**src/rtl/digit_template_matcher.sv**
```systemverilog
// rtl/digit_template_matcher.sv - scores a 16x16 drawing against digit templates by pixel agreement
// Reports the best-scoring template index, or 4'hF when no score reaches MIN_SCORE.
module digit_template_matcher #(
    parameter int         NUM_TMPL  = 10,
    parameter logic [8:0] MIN_SCORE = 9'd200
) (
    input  logic        clk,
    input  logic        rst,
    input  logic        start,
    output logic [3:0]  tmpl_sel,
    output logic [3:0]  row_addr,
    input  logic [0:15] tmpl_row,
    input  logic [0:15] img_row,
    output logic        busy,
    output logic        done,
    output logic [3:0]  digit,
    output logic [8:0]  best_score
);

    localparam logic [1:0] S_IDLE = 2'd0;
    localparam logic [1:0] S_SCAN = 2'd1;
    localparam logic [1:0] S_DONE = 2'd2;

    localparam logic [3:0] LAST_TMPL = 4'(NUM_TMPL - 1);
    localparam logic [3:0] LAST_ROW  = 4'd15;
    localparam logic [3:0] NO_MATCH  = 4'hF;

    logic [1:0] state;
    logic [8:0] acc;
    logic [8:0] best;
    logic [3:0] best_idx;
    logic [4:0] row_pop;
    logic [8:0] total;

    // Agreeing pixels in the current row: 1 wherever template and drawing are equal.
    always_comb begin
        row_pop = '0;
        for (int i = 0; i < 16; i++) begin
            row_pop = row_pop + {4'd0, ~(tmpl_row[i] ^ img_row[i])};
        end
    end

    assign total = acc + {4'd0, row_pop};
    assign busy  = (state != S_IDLE);
    assign done  = (state == S_DONE);

    always_ff @(posedge clk) begin
        if (rst) begin
            state      <= S_IDLE;
            tmpl_sel   <= '0;
            row_addr   <= '0;
            acc        <= '0;
            best       <= '0;
            best_idx   <= NO_MATCH;
            digit      <= NO_MATCH;
            best_score <= '0;
        end else begin
            case (state)
                S_IDLE: begin
                    if (start) begin
                        state    <= S_SCAN;
                        tmpl_sel <= '0;
                        row_addr <= '0;
                        acc      <= '0;
                        best     <= '0;
                        best_idx <= NO_MATCH;
                    end
                end
                S_SCAN: begin
                    if (row_addr == LAST_ROW) begin
                        // Strict compare so a tie keeps the earlier (lower) template.
                        if (total > best) begin
                            best     <= total;
                            best_idx <= tmpl_sel;
                        end
                        acc      <= '0;
                        row_addr <= '0;
                        if (tmpl_sel == LAST_TMPL) begin
                            tmpl_sel <= '0;
                            state    <= S_DONE;
                        end else begin
                            tmpl_sel <= tmpl_sel + 4'd1;
                        end
                    end else begin
                        acc      <= total;
                        row_addr <= row_addr + 4'd1;
                    end
                end
                S_DONE: begin
                    best_score <= best;
                    digit      <= (best >= MIN_SCORE) ? best_idx : NO_MATCH;
                    tmpl_sel   <= '0;
                    row_addr   <= '0;
                    state      <= S_IDLE;
                end
                default: begin
                    state <= S_IDLE;
                end
            endcase
        end
    end

endmodule

```
**config.mk**
```make
export PLATFORM = sky130hd
export DESIGN_NAME = digit_template_matcher
export DESIGN_NICKNAME = d
export VERILOG_FILES = /design/src/rtl/digit_template_matcher.sv
export SDC_FILE = /design/constraint.sdc
export NUM_CORES = 1
export LEC_CHECK = 0
export ABC_AREA = 1
export CORE_MARGIN = 3
export CORE_UTILIZATION = 43
export DETAILED_ROUTE_END_ITERATION = 8
export GPL_ROUTABILITY_DRIVEN = 1
export PLACE_DENSITY = 0.79
export SETUP_SLACK_MARGIN = 0.05
export SLEW_MARGIN = 20
export SYNTH_ARGS = -nofsm -noshare
export SYNTH_HDL_FRONTEND = slang
export SYNTH_SLANG_ARGS = --single-unit
```
**constraint.sdc**
```tcl
create_clock -name clk -period 6.6 [get_ports clk]
set_input_delay 0.66 -clock clk [delete_from_list [all_inputs] [get_ports clk]]
set_output_delay 0.66 -clock clk [all_outputs]
set_load 0.03 [all_outputs]
```
# Yosys cells after proc, flatten, opt, wreduce, memory -nomap -nowiden

Cells that the tools add are included.

Bits in registers: 45
Latch bits: 0
Bits in writable memories: 0
ROM bits: 0
Bits of input ports: 35
Output and inout bits: 23
Word-level logic and storage cells: 98
Memories kept: 0

$add $sub $neg: 18
Multiply operators: 0
Div/mod/pow operators: 0
Order comparisons: 2
Eq/ne operators: 8
Shifts and indexed selects: 0
Mux-type cells: 21
Bitwise gates (word level): 32
Reductions and logical operators: 9

Operators by type and width:

| kind                | count |
|---|---|
| $add 5x1->5         | 11 |
| $mux 9              | 4 |
| $pmux 9 s2          | 2 |
| $mux 4              | 8 |
| $pmux 4 s3          | 2 |
| $not 1->1           | 16 |
| $xor 1x1->1         | 16 |
| $add 9x5->9         | 1 |
| $ge 9x8->1 const B  | 1 |
| $gt 9x9->1          | 1 |
| $add 4x1->4 const B | 2 |
| $eq 4x4->1 const B  | 2 |
| $ne 2x2->1 const B  | 4 |
| $pmux 4 s2          | 1 |
| $mux 2              | 3 |
| $reduce_and 3->1    | 2 |
| $add 4x1->5         | 1 |
| $add 3x1->4         | 1 |
| $pmux 2 s2          | 1 |
| $reduce_and 2->1    | 2 |
| $reduce_and 4->1    | 1 |
| $reduce_bool 2->1   | 2 |
| $add 2x1->3         | 1 |
| $reduce_bool 3->1   | 1 |
| 4 further kinds     | 4 |

# Longest topological paths before layout

Depth after elaboration: 22
Depth in mapped cells: 28
Mapped depth without buffers: 27

# Least setup slack after synthesis

No wires, ideal clock.

Path type: input to register
Start point: in img_row[10] (netlist name)
End point: reg best_idx[0]
Setup time: 134 ps
Arrival time: 5453 ps
Required time: 6466 ps
Path slack: 1013 ps
Cell stages on the path: 26
Path buffers: 1
Cells stage by stage: xor2_1 > fa_1 > inv_1 > fa_1 > inv_1 > fa_1 > fa_1 > fa_1 > fa_1 > nand3b_1 > nand2_1 > nand2_1 > nand2_1 > nand2_1 > and2_1 > ha_1 > nand2_1 > nor2_1 > nand2_1 > nor2_1 > nor2_1 > nand2_2 > nand2_2 > buf_6 > o21ai_0 > nand3_1

Cells in the longest elaborated chain, start to end: 12

Ends and longest elaborated chain:

| element                           | RTL line | RTL |
|---|---|---|
| start, declared                   | 13       | `input logic [0:15] img_row,` |
| $xor 1x1->1                       | 39       | `row_pop = row_pop + {4'd0, ~(tmpl_row[i] ^ img_row[i])};` |
| $not 1->1                         | 39       |  |
| $add 5x1->5 (6 in a row)          | 39       |  |
| $add 9x5->9                       | 43       | `assign total = acc + {4'd0, row_pop};` |
| $gt 9x9->1                        | 72       | `if (total > best) begin` |
| $ne 2x2->1 (no source line)       | -        |  |
| $reduce_and 4->1 (no source line) | -        |  |
| end signal, assigned              | 74       | `best_idx <= tmpl_sel;` |
| end, declared                     | 31       | `logic [3:0] best_idx;` |

Every way passes these cells.
A chain may end at the register's enable or synchronous reset.

# Worst setup path after layout

Start point: in img_row[4] (netlist name)
End point: reg best_idx[1]

Cells in the longest elaborated chain, start to end: 18

Ends and longest elaborated chain:

| element                           | RTL line |
|---|---|
| $xor 1x1->1                       | 39 |
| $not 1->1                         | 39 |
| $add 4x1->5                       | 39 |
| $add 5x1->5 (11 in a row)         | 39 |
| $add 9x5->9                       | 43 |
| $gt 9x9->1                        | 72 |
| $ne 2x2->1 (no source line)       | - |
| $reduce_and 4->1 (no source line) | - |

Every way passes these cells.

==> results.ini <==
[grt]
grt_overflow = 0
globalRouteTotalUtil_pct = 17.5
antenna_violations_before_repair = 0
pin_count_of_the_biggest_net_entering_global_routing = 32
grt_pass1_wl_um = 10800
first_global_vias = 2453

[yosys]
synthesis.nets = 452
yosys_warning_total = 0
netlist_area_before_placement_um2 = 2850
synth.distinct_cells = 29
synth.yosys.seq_area_share_pct = 31.6
yosysTopAreaCellShare_pct = 31.6
postSynthCellCount = 385
netlist.top_cell.by_area = sky130_fd_sc_hd__dfxtp_1
ys_top_cells_by_area = sky130_fd_sc_hd__dfxtp_1, sky130_fd_sc_hd__nand2_1, sky130_fd_sc_hd__ha_1, sky130_fd_sc_hd__fa_1, sky130_fd_sc_hd__inv_1
syn_area_per_cell_um2 = 7.41
postSynthRegisterBits = 45

[clock_tree]
cts_tree = done
ctsLongestPathBuffers = 2
clock_tree.root_cell = sky130_fd_sc_hd__clkbuf_8
worstSkewPairLatency_ns = 0.30
clkSinkCount = 45
number_of_buffers_created_by_cts = 5
cts_htree_levels = 2
worst_setup_hold_path_clk_slew_ns = 0.09

[sta]
timing.final.crit_share_pct = 92.3
final.hold.worst_slack_ns = 0.479
maxClockFrequency_mhz = 164
timing.final.ws_setup_ns = 0.508
largest_clock_skew_in_the_final_design_ns = 0.00820
drv_slew = 0
period_needed_ns = 6.09
rsz0062_at_grt = no
timing.setup.tns_ns = 0
transition_time_at_the_pin_with_the_least_slew_margin_ns = 0.867
slew_headroom_pct = 42.2
setup_viol = 0
finalHoldViolCount = 0

[outcome]
run_status = complete, no violations

[critical_path]
critical_path.endpoint_type = register
timing.critical_path.required_ns = 6.74
worst_ep_arrival_time_ns = 6.24
cp_max_fo = 21
critical_path_class = in2reg
r2r_slack_ns = 1.10
cp-start-kind = primary input

[power]
fin_total_pwr_mw = 1.73
peakVddDrop_mv = 0.315
p_sw_mw = 0.833
comb_power_share_pct = 68.8
pwr_cell_area_nw_per_um2 = 481
switching_part_of_the_total_power_pct = 48.2
p_int_mw = 0.895
seqPwrFrac_pct = 19.6
leakage_nw = 1.63
clockPowerShare_pct = 11.6

[cells_and_area]
mostFrequentLayoutCell = sky130_fd_sc_hd__nand2_1
layout.cells.most_common_list = sky130_fd_sc_hd__nand2_1, sky130_fd_sc_hd__clkdlybuf4s50_1, sky130_fd_sc_hd__inv_1
layout-area-overhead-vs-synth_pct = 26.0
insertedDiodeCount = 0
design.final.nets = 509
post_route_cells_drive_above_1_share_pct = 5.88
final_cell_area_um2 = 3600

[floorplan]
die-width_um = 87.5
die_h_um = 87.5
design.core.area_um2 = 6390
io_pins = 58
start_util_pct = 44.7
placement_rows = 29
die-area_um2 = 7650

[routing]
detailedRoute.firstIterationViolations = 137
wl_per_cell_um = 11.9
final_antenna_net_count = 0
via_density_per_instance = 4.95
route.detailed.drc = 0
drt_pass1_iterations = 5
via_count = 2567
drt-total-wl_um = 6180

[place]
dpl_cell_area_um2 = 3490
hpwl_um = 5010
place.gp.congestion = 0.805
post-place-ws_ns = 0.0822
buffer_ports.inserted = 57

[flow_run]
max-cap-violations = 0

[hold_path]
worst_hold_path_type = reg2reg

## logic make-up (layout without fill, tap and decap cells)
logic type / count (synthesis) / count (layout) / share of synthesized area, %
and+or+nand+nor: 174 / 174 / 27.0
buffers and inverters: 65 / 122 / 9.08
AOI/OAI and AO/OA: 49 / 49 / 8.99
DFF: 45 / 45 / 31.6
adders and majority gates: 32 / 32 / 17.2
xor gates and xnor gates: 20 / 20 / 6.14
## path summary, 6_finish.rpt
check,start,end,depth (start not counted)
worst max register to register,acc[0],best_idx[1],23
worst max-delay path,img_row[4],best_idx[1],25
worst min register to register,acc[4],acc[4],2
worst min-delay path,acc[4],acc[4],2
## synth_stat cells
cell,instances
sky130_fd_sc_hd__a22oi_1,1
sky130_fd_sc_hd__dfxtp_1,45
sky130_fd_sc_hd__xnor2_1,9
sky130_fd_sc_hd__inv_1,52
sky130_fd_sc_hd__a31oi_1,1
sky130_fd_sc_hd__o21ai_0,16
sky130_fd_sc_hd__nand2_1,86
sky130_fd_sc_hd__and2_1,4
sky130_fd_sc_hd__a211oi_1,1
sky130_fd_sc_hd__nand3_1,30
sky130_fd_sc_hd__ha_1,20
sky130_fd_sc_hd__nand2_2,4
sky130_fd_sc_hd__nand2_4,2
sky130_fd_sc_hd__inv_2,4
sky130_fd_sc_hd__o21ai_1,2
sky130_fd_sc_hd__nand4_1,3
sky130_fd_sc_hd__nor2_2,3
sky130_fd_sc_hd__a21oi_1,24
sky130_fd_sc_hd__or2_2,3
sky130_fd_sc_hd__nor3b_2,1
sky130_fd_sc_hd__nor2_1,31
sky130_fd_sc_hd__buf_6,2
sky130_fd_sc_hd__xor2_1,11
sky130_fd_sc_hd__nor4_1,1
sky130_fd_sc_hd__fa_1,12
sky130_fd_sc_hd__nand3b_1,2
sky130_fd_sc_hd__clkbuf_1,7
sky130_fd_sc_hd__o22ai_1,4
sky130_fd_sc_hd__nor3_1,4
## worst max-delay path, stage by stage
cell,delay (ns)
sky130_fd_sc_hd__clkdlybuf4s50_1,0.43
sky130_fd_sc_hd__xnor2_1,0.16
sky130_fd_sc_hd__fa_1,0.55
sky130_fd_sc_hd__inv_1,0.06
sky130_fd_sc_hd__fa_1,0.47
sky130_fd_sc_hd__fa_1,0.54
sky130_fd_sc_hd__fa_1,0.53
sky130_fd_sc_hd__fa_1,0.48
sky130_fd_sc_hd__fa_1,0.41
sky130_fd_sc_hd__nand3b_1,0.16
sky130_fd_sc_hd__nand2_1,0.12
sky130_fd_sc_hd__nand2_1,0.08
sky130_fd_sc_hd__nand2_1,0.06
sky130_fd_sc_hd__nand2_1,0.07
sky130_fd_sc_hd__and2_1,0.14
sky130_fd_sc_hd__ha_1,0.28
sky130_fd_sc_hd__nand2_1,0.07
sky130_fd_sc_hd__nor2_1,0.19
sky130_fd_sc_hd__nand2_1,0.08
sky130_fd_sc_hd__nor2_1,0.09
sky130_fd_sc_hd__nor2_1,0.05
sky130_fd_sc_hd__nand2_2,0.12
sky130_fd_sc_hd__nand2_4,0.16
sky130_fd_sc_hd__o21ai_0,0.15
sky130_fd_sc_hd__nand3_1,0.11
## area by class of cell
cell class	count	area, um2
multi-input combinational	275	1700
sequential	45	901
timing repair buffer	59	586
tap	77	96.3
clock buffer	5	68.8
clock inverter	2	35.0
fill	586	2790
inverter	56	210
## stage by stage
step / util, % / instances
final: 56.3 / 519
after floorplan: - / 385
after global routing: 56.3 / 519
after global placement: 54.6 / 512
after CTS: 56.2 / 519
after detailed placement: 54.6 / 512
## registers in the layout, indices dropped and copies added, names as in the netlist
signal and flops:
tmpl_sel 4, best_idx 4, state 2, acc 9
best 9, best_score 9, digit 4, row_addr 4
## routing by layer
layer,routed length (um),share of wire [%],track usage (%)
met1,2710,44,21.5
met2,3040,49,31.6
met3,356,5.8,3.03
met5,0,0,0
met4,69,1.1,4.18
## power groups by stage
stage,clock (mW),sequential [mW],combinational [mW]
2_1_floorplan,0,0.344,0.943
4_1_cts,0.204,0.339,1.20
5_1_grt,0.214,0.344,1.41
6_report,0.201,0.339,1.19
3_3_place_gp,0,0.344,1.14
3_5_place_dp,0,0.346,1.18
## what timing repair did
action,4_1_cts,5_1_grt
endpoints found under the setup margin,0,1
buffers inserted,0,0
resized for setup,0,1
hold buffers,0,0
endpoints found under the hold margin,0,0
Power figures use the tool's default switching activity.
==> edit: new RTL, same settings <==
The parameter `NUM_TMPL` goes from 10 to 5.
--- a/src/rtl/digit_template_matcher.sv
+++ b/src/rtl/digit_template_matcher.sv
@@ -1,7 +1,7 @@
 // rtl/digit_template_matcher.sv - scores a 16x16 drawing against digit templates by pixel agreement
 // Reports the best-scoring template index, or 4'hF when no score reaches MIN_SCORE.
 module digit_template_matcher #(
-    parameter int         NUM_TMPL  = 10,
+    parameter int         NUM_TMPL  = 5,
     parameter logic [8:0] MIN_SCORE = 9'd200
 ) (
     input  logic        clk,
Formal check against the unedited RTL: no difference found for any inputs over 10 cycles, from zero or initial values and one cycle with rst high; that may be too few to reach the edited logic, so the function may still have changed.
==> edit against the unedited design <==
Worst setup slack better by 120 ps. Synthesized area about the same. Sequential cell count unchanged. Die area barely moved. Power is 0.63% lower. Cell area fell by 0.70%. Cell count fell by 2.1%. Routed wire length is 4.6% lower. Non-clock buffer count is 2 lower. Via count is 2.3% lower. Global-route usage fell by 0.072 points. Critical path type unchanged. Critical endpoint unchanged.
==> edit: results (changes against the unedited design) <==
status: "completed"
intPower_mw: 0.872  # -2.6%
fin_nets: 498  # -2.2%
avgViaCountPerCell: 4.94  # -0.22%
p_leak_nw: 1.62  # -1.1%
grt_first_pass_wirelength_mm: 10.7  # -1.2%
seq_area_frac_synth: 0.316  # about the same
pwr-share-comb: 0.701  # +0.013
drive_gt1_frac: 0.0510  # -0.00778
grt_max_degree: 30  # -6.3%
grt_usage: 0.175  # -0.000725
crit_fanout: 19  # -9.5%
grt_pass1_vias: 2463  # +0.41%
pre_cts_slack_ps: 292  # +210 ps
timing.hold.ws_ps: 485  # +5.69 ps
synth_common_cells: "nand2_1 (80), inv_1 (53), dfxtp_1 (45)"
ir_drop_mv: 0.324  # +2.9%
gp_congestion: 0.845  # +5.0%
synthTopCellsByArea: "dfxtp_1 (32%), nand2_1 (11%), ha_1 (8.8%)"
tightest_slew_ps: 767  # -99.4 ps
power_mw: 1.72  # -0.63%
drt_iter0_markers: 85  # -38%
syn-num-nets: 442  # -2.2%
pwr.group.clock_mw: 0.173  # -14%
ff2ff_setup_slack_ps: 1240  # +140 ps
whs_endpoint: "best[6]"
-- edit: changes by cell type in the layout (fill, tap and decap cells not counted), moves of 2 or more --
cell / unedited run / this run
inv_2: 4 / 1
o21ai_1: 2 / 0
nand2_1: 86 / 80
buf_4: 2 / 0
nand4_1: 3 / 5
o21ai_0: 16 / 14
xor2_1: 11 / 14
o22ai_1: 4 / 6
nor2_1: 31 / 25
-- edit: how the worst max path moves through the flow --
stage / from / endpoint / slack, ps / cells after the start
after floorplan: img_row[10] / best_idx[2] / 960 / 26
after global placement: img_row[10] / best_idx[0] / 440 / 26
after detailed placement: img_row[10] / best_idx[1] / 290 / 26
after CTS: img_row[10] / best_idx[0] / 600 / 26
after global routing: img_row[10] / best_idx[1] / 180 / 26
final: img_row[10] / best_idx[1] / 630 / 26
-- edit: logic make-up (layout without fill, tap and decap cells) --
logic type               after synthesis  in the layout  share of synthesized area
AO/OA/AOI/OAI                         48             48                     0.0912
XOR/XNOR                              23             23                     0.0706
adder cells (fa/ha/maj)               32             32                      0.172
buffers and inverters                 63            119                     0.0868
flip-flops                            45             45                      0.316
AND/OR/NAND/NOR                      164            164                      0.264
-- edit: area by class of cell --
class                      instances  area (sq um)
inverter                          55           206
multi-input combinational        267          1710
sequential                        45           901
tap                               77          96.3
clock buffer                       6          82.6
fill                             604          2820
timing repair buffer              57           571
clock inverter                     1          7.51
-- edit: stage by stage --
stage | std cells | cell area, sq um
after floorplan | 375 | 2860
after global placement | 501 | 3480
final | 508 | 3570
after global routing | 508 | 3570
after detailed placement | 501 | 3480
after CTS | 508 | 3570
-- edit: routing by layer --
layer	part of all wire	track usage	vias to the layer above	routed length, microns
met5	0	0	-	0
met4	0.0085	0.0544	0	50
met3	0.057	0.0369	5	338
met2	0.49	0.301	64	2860
met1	0.45	0.216	1125	2640
li1	-	-	1313	-
